File: src/rtl/countdown_ctrl.sv
// Seconds countdown timer with pause/resume, a BCD display and a timed alarm phase.
// A prescaler turns CLK_HZ clock cycles into one-second ticks; every output is registered.
module countdown_ctrl #(
  parameter int CLK_HZ     = 50000000,
  parameter int ALARM_SECS = 5
) (
  input  logic       clk,
  input  logic       rst_n,
  input  logic       load,
  input  logic [6:0] load_val,
  input  logic       start,
  input  logic       pause,
  input  logic       clear,
  output logic [3:0] tens,
  output logic [3:0] ones,
  output logic       running,
  output logic       paused,
  output logic       done,
  output logic       alarm
);

  localparam int PW = $clog2(CLK_HZ);
  localparam int AW = (ALARM_SECS > 1) ? $clog2(ALARM_SECS) : 1;
  localparam logic [PW-1:0] PRE_MAX   = PW'(CLK_HZ - 1);
  localparam logic [AW-1:0] ALARM_MAX = AW'(ALARM_SECS - 1);

  typedef enum logic [1:0] {
    IDLE,
    RUN,
    PAUSE,
    ALARM
  } state_t;

  state_t        state;
  logic [6:0]    count;
  logic [PW-1:0] prescaler;
  logic [AW-1:0] alarm_sec;
  logic          tick;
  logic [6:0]    clamped;

  assign tick    = (prescaler == PRE_MAX);
  assign clamped = (load_val > 7'd99) ? 7'd99 : load_val;

  function automatic logic [7:0] to_bcd(input logic [6:0] value);
    return {4'(value / 7'd10), 4'(value % 7'd10)};
  endfunction

  // Display digits are updated on the same edge as count, so they never lag it.
  always_ff @(posedge clk or negedge rst_n) begin
    if (!rst_n) begin
      state     <= IDLE;
      count     <= 7'd0;
      prescaler <= '0;
      alarm_sec <= '0;
      tens      <= 4'd0;
      ones      <= 4'd0;
      running   <= 1'b0;
      paused    <= 1'b0;
      done      <= 1'b0;
      alarm     <= 1'b0;
    end else begin
      done <= 1'b0;
      if (clear) begin
        state       <= IDLE;
        count       <= 7'd0;
        prescaler   <= '0;
        alarm_sec   <= '0;
        {tens, ones} <= 8'h00;
        running     <= 1'b0;
        paused      <= 1'b0;
        alarm       <= 1'b0;
      end else begin
        case (state)
          IDLE: begin
            if (!pause) begin
              if (start) begin
                if (count != 7'd0) begin
                  state     <= RUN;
                  prescaler <= '0;
                  running   <= 1'b1;
                end
              end else if (load) begin
                count        <= clamped;
                {tens, ones} <= to_bcd(clamped);
              end
            end
          end

          // A pause arriving on a tick edge wins and that tick is lost.
          RUN: begin
            if (pause) begin
              state   <= PAUSE;
              running <= 1'b0;
              paused  <= 1'b1;
            end else if (tick) begin
              prescaler <= '0;
              if (count == 7'd1) begin
                state        <= ALARM;
                count        <= 7'd0;
                {tens, ones} <= 8'h00;
                done         <= 1'b1;
                running      <= 1'b0;
                alarm        <= 1'b1;
                alarm_sec    <= '0;
              end else begin
                count        <= count - 7'd1;
                {tens, ones} <= to_bcd(count - 7'd1);
              end
            end else begin
              prescaler <= prescaler + PW'(1);
            end
          end

          // The resume edge counts as a running cycle; a prescaler frozen at its
          // last value stays there so the pending tick fires on the next edge.
          PAUSE: begin
            if (start && !pause) begin
              state   <= RUN;
              running <= 1'b1;
              paused  <= 1'b0;
              if (prescaler != PRE_MAX) begin
                prescaler <= prescaler + PW'(1);
              end
            end
          end

          ALARM: begin
            if (tick) begin
              prescaler <= '0;
              if (alarm_sec == ALARM_MAX) begin
                state     <= IDLE;
                alarm     <= 1'b0;
                alarm_sec <= '0;
              end else begin
                alarm_sec <= alarm_sec + AW'(1);
              end
            end else begin
              prescaler <= prescaler + PW'(1);
            end
          end

          default: begin
            state <= IDLE;
          end
        endcase
      end
    end
  end

endmodule

File: config.mk
export PLATFORM = sky130hd
export DESIGN_NAME = countdown_ctrl
export DESIGN_NICKNAME = d
export VERILOG_FILES = /design/src/rtl/countdown_ctrl.sv
export SDC_FILE = /design/constraint.sdc
export NUM_CORES = 1
export LEC_CHECK = 0
export CAP_MARGIN = 20
export CELL_PAD_IN_SITES_DETAIL_PLACEMENT = 0
export CELL_PAD_IN_SITES_GLOBAL_PLACEMENT = 1
export CORE_MARGIN = 5
export CORE_UTILIZATION = 45
export CTS_CLUSTER_SIZE = 25
export DETAILED_ROUTE_END_ITERATION = 8
export HOLD_SLACK_MARGIN = 0.12
export PLACE_DENSITY = 0.86
export SYNTH_ARGS = -nofsm -noshare
export SYNTH_HDL_FRONTEND = slang
export SYNTH_SLANG_ARGS = --single-unit
File: constraint.sdc
create_clock -name clk -period 5.3 [get_ports clk]
set_clock_uncertainty 0.2 [all_clocks]
set_input_delay 1.325 -clock clk [delete_from_list [all_inputs] [get_ports clk]]
set_output_delay 1.325 -clock clk [all_outputs]
set_load 0.005 [all_outputs]
==> reports/results.txt <==
Status: finished clean
Dominant cells by area after synthesis: dfrtp_1, nor2_1, nand2_1
Initial Util: 0.467
Crit Reg-Reg Startpoint: count[2]$_DFFE_PN0P_
Routed vias: 3612
Pleak: 1.80 nW
Die Ht: 103 um
TritonRoute pass-1 iters: 5
Final-report setup violation count: 0
Area leader, netlist: dfrtp_1
# hold bufs at CTS: 0
N_diodes: 0
Largest net degree at the start of global routing: 50
Fin. max-slew vios: 0
Max-cap check violation count: 0
Critical path capture point type: register
Nature of the critical path startpoint: primary input
Hold path endpoint: tens[3]$_DFFE_PN0P_
Main synth FF type: dfrtp_1
CTS Buf Count: 5
Post-synth cell types: 68
ANT nets after route: 0
Port Buffers: 24
RSZ-0062 raised after global routing: false
Asr flop ratio synth: 1.00
Worst R2R Path Depth: 16
Fin nets: 543
H-tree depth: 2
GRT Resource Usage Total: 0.192
Syn-to-layout area delta: 11.7%
Rows: 33
Dpl hpwl: 7.27 mm
Initial antenna violation count: 0
Vias in the first global route: 3260
Rel. slew slack: 0.411
Fillcell total: 803
Wire per inst: 15.7 um
Min Tclk post-route: 5000 ps
R2R Path End: ones[1]$_DFFE_PN0P_
Reg2reg setup slack: 370 ps
Clk Latency, worst-skew pair: 300 ps
Root Driver: clkbuf_8
Crit path kind: in -> reg
Peak VDD IR: 0.154 mV
Core region area: 8300 sq um
Die X: 103 um
Crit Path Max Fanout: 9
Final Hold Viols: 0
CP Data Arrival Time: 5030 ps
Syn Std Cell Area: 3870 sq um
Total gr overflow: 0
Gp weighted congestion: 0.987
Syn_area_per_cell: 7.81 sq um
Synthesized Nets: 523
Final period utilization: 0.943
Overall Power: 1.73 mW
Register area share after synthesis: 0.317
Hold path startpoint: tens[3]$_DFFE_PN0P_
Measured slew at the worst slew-check pin: 872 ps
Detailed-route DRC error count: 0
Layout cells sized above 1: 0.0677
Max frequency: 0.200 GHz
Synth Register Bits: 49
Worst hold path type: reg -> reg
Worst path required time: 5330 ps
Area share of the largest cell type after synthesis: 0.317
Drt first-iter violations: 195
Power per Cell Area: 400 nW/um^2
First-pass GRT wire length: 16.2 mm
Clock Path Buffers: 2
Number of synthesized flops with an enable pin: 0
Via density: 5.81
WHS: 298 ps
Warnings from Yosys: 0
Die area: 10600 sq um
Final WL: 9.75 mm
Cells after Synth: 496
Reg clk slew, reported paths: 90 ps
Io pins: 25
CTS tree: yes
Clk sink count: 49
Worst hold path depth: 2
[where the power goes]
group	internal, mW	total [mW]	switching [mW]
combinational	0.422	1.01	0.591
sequential	0.419	0.492	0.0739
clock	0.0944	0.225	0.130
[per-layer routing]
metal,global-route usage,share of wire,up-vias
li1,-,-,1829
met1,0.292,0.50,1690
met2,0.291,0.45,87
met3,0.0250,0.041,6
met4,0.0418,0.0091,0
met5,0,0,-
[area by class of cell]
class | instances | area [sq um] | share of cell area
sequential | 49 | 1230 | 0.283
clock inverter | 2 | 13.8 | 0.00318
timing repair buffer | 38 | 340 | 0.0787
inverter | 15 | 56.3 | 0.0130
tap | 105 | 131 | 0.0304
multi-input combinational | 407 | 2490 | 0.575
clock buffer | 6 | 72.6 | 0.0168
[registers in the layout, indices dropped and copies added (netlist names)]
register and cells:
alarm 1, alarm_sec 3, count 6, done 1, ones 4, paused 1
prescaler 26, running 1, state 2, tens 4
[through the flow]
stage	utilization	area, sq um	cells	setup TNS, ps	setup WS, ps
after CTS	0.520	4310	621	0	245
after floorplan	-	3870	496	0	221
after detailed placement	0.509	4230	613	-6.63	-6.63
after global routing	0.521	4330	622	0	10.3
final	0.521	4330	622	0	302
after global placement	0.509	4230	613	0	142
[cell usage in the layout, fill, tap and decap left out, types with 12 or more instances in the layout]
cell type        netlist  layout
nor2_1                69      69
inv_1                 15      15
dfrtp_1               49      49
a21oi_1               23      23
xnor2_1               15      15
nand2_1               68      68
o21ai_0               36      36
clkdlybuf4s50_1        0      23
nor3_1                12      12
buf_4                  2      14
ha_1                  14      12
[cell families after synthesis]
family | synth area share
multiplexers | 0.0220
adder cells (fa/ha/maj) | 0.0452
AND/OR/NAND/NOR | 0.281
buffers and inverters | 0.0430
flip-flops | 0.317
XOR/XNOR | 0.0588
AO/OA/AOI/OAI | 0.234
[worst max path at each step]
stage | slack [ps] | to | from | cells past startpoint
global placement | 140 | ones[2]$_DFFE_PN0P_ | load_val[5] | 18
finish | 300 | ones[2]$_DFFE_PN0P_ | load_val[5] | 18
CTS | 240 | ones[2]$_DFFE_PN0P_ | load_val[5] | 18
detailed placement | -7 | ones[2]$_DFFE_PN0P_ | load_val[5] | 18
floorplan | 220 | ones[2]$_DFFE_PN0P_ | load_val[5] | 19
global route | 10 | ones[2]$_DFFE_PN0P_ | load_val[5] | 18
[synthesized netlist by cell type, types with 5 or more instances]
library cell	count
o22ai_1	8
o21ai_0	36
nand2b_1	9
a21oi_1	23
nor4_1	5
o31ai_1	11
or3_1	7
nor3_1	12
xor2_1	11
o21a_1	6
nor2_1	69
xnor2_1	15
nor3b_1	6
ha_1	14
nand4_1	7
nand3_1	10
clkbuf_1	20
a21o_1	8
and3_1	5
dfrtp_1	49
inv_1	15
nand2_1	68
[worst max-delay path: stages]
cell and delay (ps):
clkdlybuf4s50_1 480, buf_4 160, inv_1 90, ha_1 220, a21o_1 190, a2bb2oi_1 230, ha_2 260, a21oi_1 60
a21oi_1 200, o211ai_1 140, a311oi_1 280, o21bai_1 170, ha_2 240, o32ai_1 110, a22o_1 290, o21a_1 180
o31ai_1 240, a31o_1 140
[timing repair]
item                       CTS  global route
buffers inserted             0             1
resized for setup            0             2
setup endpoints to repair    0             2
No activity file was read; power rests on OpenSTA's default activity.
